--- src/rtl/fetch_stage_pkg.sv ---
// Shared fetch-stage definitions: datapath width, NOP encoding, FSM states and
// the IF/ID payload record.
package fetch_stage_pkg;

    localparam int XLEN = 32;
    localparam logic [XLEN-1:0] INSTR_NOP = 32'h0000_0000;
    localparam logic [XLEN-1:0] PC_STEP   = 32'd4;

    typedef enum logic [1:0] {
        S_IDLE = 2'd0,
        S_REQ  = 2'd1,
        S_WAIT = 2'd2,
        S_HOLD = 2'd3
    } fetch_state_e;

    typedef struct packed {
        logic            valid;
        logic [XLEN-1:0] pc;
        logic [XLEN-1:0] pc4;
        logic [XLEN-1:0] instr;
    } if_id_t;

    function automatic logic [XLEN-1:0] word_align(input logic [XLEN-1:0] addr);
        return {addr[XLEN-1:2], 2'b00};
    endfunction

endpackage

--- src/rtl/fetch_stage_if_id_reg.sv ---
// IF/ID pipeline register: a load captures {1, pc, pc+4, instr}; clear only
// drops the valid bit, and a load on the same edge wins over clear.
module if_id_reg
    import fetch_stage_pkg::*;
(
    input  logic            clk,
    input  logic            rst,
    input  logic            load_i,
    input  logic            clear_i,
    input  logic [XLEN-1:0] pc_i,
    input  logic [XLEN-1:0] instr_i,
    output if_id_t          if_id_o
);

    if_id_t if_id_q;

    // NOTE: sequential state uses non-blocking assignments so every register
    // samples pre-edge values regardless of process evaluation order.
    always_ff @(posedge clk or posedge rst) begin
        if (rst) begin
            if_id_q <= '{valid: 1'b0, pc: '0, pc4: '0, instr: INSTR_NOP};
        end else if (load_i) begin
            if_id_q <= '{valid: 1'b1, pc: pc_i, pc4: pc_i + PC_STEP, instr: instr_i};
        end else if (clear_i) begin
            if_id_q.valid <= 1'b0;
        end
    end

    assign if_id_o = if_id_q;

endmodule

--- src/rtl/fetch_stage.sv ---
// Instruction fetch stage: PC, single-outstanding imem requests, one-word skid
// and the IF/ID register. Define FETCH_PERF_CNT_EN to add fetch/stall counters.
module fetch_stage
    import fetch_stage_pkg::*;
#(
    parameter logic [31:0] RESET_PC = 32'h0000_0000
) (
    input  logic        clk,
    input  logic        rst,
    input  logic        stall,
    input  logic        flush,
    input  logic        redirect,
    input  logic [31:0] redirect_pc,
    output logic        imem_req,
    output logic [31:0] imem_addr,
    input  logic        imem_rvalid,
    input  logic [31:0] imem_rdata,
    output logic        if_valid,
    output logic [31:0] if_pc,
    output logic [31:0] if_pc4,
    output logic [31:0] if_instr
`ifdef FETCH_PERF_CNT_EN
    ,
    output logic [31:0] perf_fetch_cnt,
    output logic [31:0] perf_stall_cnt
`endif
);

    fetch_state_e    state_q, state_d;
    logic [XLEN-1:0] pc_q, pc_d;
    logic [XLEN-1:0] skid_q, skid_d;
    logic            kill_q, kill_d;

    logic            load_en;
    logic            load;
    logic [XLEN-1:0] load_instr;
    logic [XLEN-1:0] target;
    if_id_t          if_id;

    assign target  = word_align(redirect_pc);
    assign load_en = !stall || !if_id.valid;

    // NOTE: every always_comb output gets a default before the case so no
    // path leaves a signal unassigned and infers a latch.
    always_comb begin
        state_d    = state_q;
        pc_d       = pc_q;
        skid_d     = skid_q;
        kill_d     = kill_q;
        load       = 1'b0;
        load_instr = imem_rdata;
        imem_req   = 1'b0;

        case (state_q)
            S_IDLE: state_d = S_REQ;
            S_REQ: begin
                imem_req = !redirect;
                if (redirect) pc_d = target;
                else          state_d = S_WAIT;
            end
            S_WAIT: begin
                if (redirect) begin
                    pc_d = target;
                    if (imem_rvalid) begin
                        kill_d  = 1'b0;
                        state_d = S_REQ;
                    end else begin
                        kill_d  = 1'b1;
                    end
                end else if (imem_rvalid) begin
                    kill_d = 1'b0;
                    if (kill_q) begin
                        state_d = S_REQ;
                    end else if (load_en) begin
                        load    = 1'b1;
                        pc_d    = pc_q + PC_STEP;
                        state_d = S_REQ;
                    end else begin
                        skid_d  = imem_rdata;
                        state_d = S_HOLD;
                    end
                end
            end
            S_HOLD: begin
                load_instr = skid_q;
                // A redirect simply abandons the buffered word.
                if (redirect) begin
                    pc_d    = target;
                    state_d = S_REQ;
                end else if (load_en) begin
                    load    = 1'b1;
                    pc_d    = pc_q + PC_STEP;
                    state_d = S_REQ;
                end
            end
            default: state_d = S_IDLE;
        endcase
    end

    always_ff @(posedge clk or posedge rst) begin
        if (rst) begin
            state_q <= S_IDLE;
            pc_q    <= RESET_PC;
            skid_q  <= INSTR_NOP;
            kill_q  <= 1'b0;
        end else begin
            state_q <= state_d;
            pc_q    <= pc_d;
            skid_q  <= skid_d;
            kill_q  <= kill_d;
        end
    end

    assign imem_addr = pc_q;

    if_id_reg u_if_id_reg (
        .clk     (clk),
        .rst     (rst),
        .load_i  (load),
        .clear_i (redirect || flush),
        .pc_i    (pc_q),
        .instr_i (load_instr),
        .if_id_o (if_id)
    );

    assign if_valid = if_id.valid;
    assign if_pc    = if_id.pc;
    assign if_pc4   = if_id.pc4;
    assign if_instr = if_id.instr;

`ifdef FETCH_PERF_CNT_EN
    logic [31:0] perf_fetch_q;
    logic [31:0] perf_stall_q;

    always_ff @(posedge clk or posedge rst) begin
        if (rst) begin
            perf_fetch_q <= '0;
            perf_stall_q <= '0;
        end else begin
            if (load)              perf_fetch_q <= perf_fetch_q + 32'd1;
            if (state_q == S_HOLD) perf_stall_q <= perf_stall_q + 32'd1;
        end
    end

    assign perf_fetch_cnt = perf_fetch_q;
    assign perf_stall_cnt = perf_stall_q;
`endif

endmodule
--- config.mk ---
export PLATFORM = sky130hd
export DESIGN_NAME = fetch_stage
export DESIGN_NICKNAME = d
export VERILOG_FILES = /design/src/rtl/fetch_stage_pkg.sv /design/src/rtl/fetch_stage_if_id_reg.sv /design/src/rtl/fetch_stage.sv
export SDC_FILE = /design/constraint.sdc
export NUM_CORES = 1
export LEC_CHECK = 0
export CORE_MARGIN = 5
export CORE_UTILIZATION = 49
export DETAILED_ROUTE_END_ITERATION = 10
export PLACE_DENSITY = 0.81
export SYNTH_ARGS = -nofsm -noshare
export SYNTH_HDL_FRONTEND = slang
export SYNTH_SLANG_ARGS = --single-unit
--- constraint.sdc ---
create_clock -name clk -period 6.5 [get_ports clk]
set_input_delay 1.3 -clock clk [delete_from_list [all_inputs] [get_ports clk]]
set_output_delay 1.3 -clock clk [all_outputs]
set_load 0.02 [all_outputs]
==> flow_summary_export.csv <==
group,metric,value,unit
run_status,status,"finished, final reports clean",
route,vias_per_cell,5.60,
critical_path,crit_buf_inv,2,
layout,fin_cells,1035,
timing,worstMarginPinSlew,1.17,ns
synth,synth_area_leaders,"dfrtp_1, mux2_2, o21ai_0, mux2i_1, nand2_1",
cts,cts_sinks,158,
placed_design,dp_hpwl,12700,microns
power,p_total,5.35,mW
layout,drive_gt1_share,12.8,%
synth,synth_cells,673,
synth,async_flop_share,100,%
timing,period_minus_slack,4.07,ns
global_routing,grt_usage,21.9,%
cts,root_buffer,"clkbuf_16",
global_routing,grt_pass1_wl,31600,microns
layout,layout.nets,913,
hold_path,hold_path.class,"flop to flop",
critical_path,crit_top_cell,"clkdlybuf4s50_1",
synth,ys_types,42,
route,wl_per_cell,18.4,microns
global_routing,antenna_found_initial,0,
cts,clock_path_buffers,2,
route,drc,0,
cts,cts_htree_levels,4,
timing,min_period_over_period,62.6,%
critical_path,crit_slowest_cell,"clkdlybuf4s50_1",
die,io-pin-count,200,
cts,path_clk_slew,0.06,ns
synth,postSynthAreaPerCell,10.9,sq um
route,ant_nets,0,
synth,ys.flop_type,"dfrtp_1",
placed_design,portBuffers,191,
global_routing,grt-ovfl-total,0,
timing,slew_headroom,21.7,%
synth,synth_edf_count,0,
power,peakVddDrop,285,uV
die,rows,44,
critical_path,crit_chain,"clkdlybuf4s50_1 > nor2_1 > clkdlybuf4s50_1",
die,die_w,132,microns
cts,cts_hold_buf,0,
die,start_util,50.2,%
critical_path,setup.worst_path.end_class,"output pin",
timing,rsz0062_at_grt,"false",
route,drt_wl_total,19000,microns
timing,hold_viol,0,
critical_path,crit_family,"buffers and inverters",
synth,synth.cell_area,0.00733,sq mm
synth,synth_warnings,0,
timing,finalSetupViolations,0,
route,drtIter0Drc,375,
die,fp.dieH,132,microns
die,core_area,0.0146,sq mm
die,dieArea,0.0175,sq mm
critical_path,crit_path_start_kind,"input pin",
critical_path,worst_path_largest_cell_delay,0.65,ns
timing,finClkSkew,0.0102,ns
power,p_per_area,536,mW/mm^2
layout,layout_commonest_cell,"clkdlybuf4s50_1",
critical_path,critPathMaxFanout,12,
critical_path,crit_type,"input pin to output pin",
critical_path,required,5.20,ns
cts,cts_buffers,17,
power,p_leak,4.26,nW
synth,synth_area_leader_cell,"dfrtp_1",
critical_path,critPathArrivalTime,2.77,ns
placed_design,gp_congestion,0.803,
placed_design,place_inst,1003,
cts,cts_setup_buffers,0,
synth,yosys_register_bits,158,
layout,layout_common_cells,"clkdlybuf4s50_1, dfrtp_1, nand2_1, o21ai_0, mux2_2",
global_routing,grt_max_degree,112,
route,vias,5793,
cts,clock_latency,0.42,ns
cts,cts_tree,"done",
global_routing,grt_pass1_vias,6117,
timing,setup_tns,0,ns
synth,synth_top_area_share,54.0,%
route,dr.pass1.iters,4,
layout,n_antenna_cell,0,
layout,post-route-util,68.5,%
layout,syn2layout_area_growth,36.4,%
synth,yosysSeqAreaShare,54.0,%
timing,fmax,0.246,GHz
cts,cts_resized,0,
run,maxCapViolCount,0,
timing,slew_violations,0,
## tightest hold or removal path: stages, from the launching register on
cell	delay, ns
dfrtp_1	0.34
nand2_1	0.05
o21ai_0	0.06
## final timing paths
check                                        start                      end  slack [ns]  depth (start not counted)
min in group asynchronous                      rst  u_if_id_reg.if_id_o[95]        1.45                          2
max                                       redirect                 imem_req        2.43                          3
max in group asynchronous                      rst               skid_q[25]        3.79                          3
max reg2reg                             state_q[1]            imem_addr[18]        3.30                          6
min                        u_if_id_reg.if_id_o[61]  u_if_id_reg.if_id_o[61]        0.48                          2
min reg2reg                u_if_id_reg.if_id_o[61]  u_if_id_reg.if_id_o[61]        0.48                          2
## per-layer routing
metal	vias up	global-route usage, %	part of all wire (%)
li1	2703	-	-
met1	2850	28.0	42
met2	212	34.7	48
met3	28	8.44	8.6
met4	0	7.18	1.7
met5	-	0	0
## metrics by stage
step / setup slack [ns] / cell area, sq um / hold WS, ns
floorplan: 0.937 / 7350 / 0.479
global placement: 2.46 / 9310 / 0.461
detailed placement: 2.36 / 9310 / 0.469
CTS: 2.43 / 10000 / 0.483
global route: 2.36 / 10000 / 0.508
finish: 2.43 / 10000 / 0.478
## synthesized netlist by cell type (6+ instances only)
library cell and instances:
a21oi_1 30, a2bb2oi_1 14, and3_1 8, buf_2 21, buf_4 6, clkbuf_1 24, dfrtp_1 158, inv_1 6
mux2_2 62, mux2i_1 33, nand2_1 85, nand3_1 11, nand4_1 9, nor2_1 17, o21ai_0 77, o22ai_1 15
xnor2_1 12, xor2_1 15
## logic make-up (layout without fill, tap and decap cells)
logic type,count (synthesis),count (layout),share of synthesized area [%]
AND/OR/NAND/NOR,162,162,10.9
multiplexers,95,95,14.0
XOR/XNOR,27,27,3.23
flip-flops,158,158,54.0
other,1,6,0.0512
buffers and inverters,61,234,3.86
AO/OA/AOI/OAI,164,164,13.1
adder cells (fa/ha/maj),5,5,0.854
## registers in the layout, summed over array words and instances, names as in the netlist
register / flops
state_q: 2
imem_addr: 30
kill_q: 1
skid_q: 32
u_if_id_reg.if_id_o: 93
## final cells by class
| cell class | count | area (sq um) |
|---|---|---|
| Inverter | 6 | 27.5 |
| Fill cell | 1023 | 4590 |
| Multi-Input combinational cell | 459 | 3140 |
| Sequential cell | 158 | 3950 |
| Tap cell | 184 | 230 |
| Timing Repair Buffer | 196 | 1960 |
| Clock inverter | 13 | 234 |
| Clock buffer | 19 | 453 |
## power by group
part	leakage, nW	switching [mW]	internal, mW
Combinational	1.96	1.29	1.17
Sequential	1.97	0.371	1.38
Clock	0.331	0.403	0.744
Total	4.26	2.06	3.29
Power figures use the tool's default switching activity.
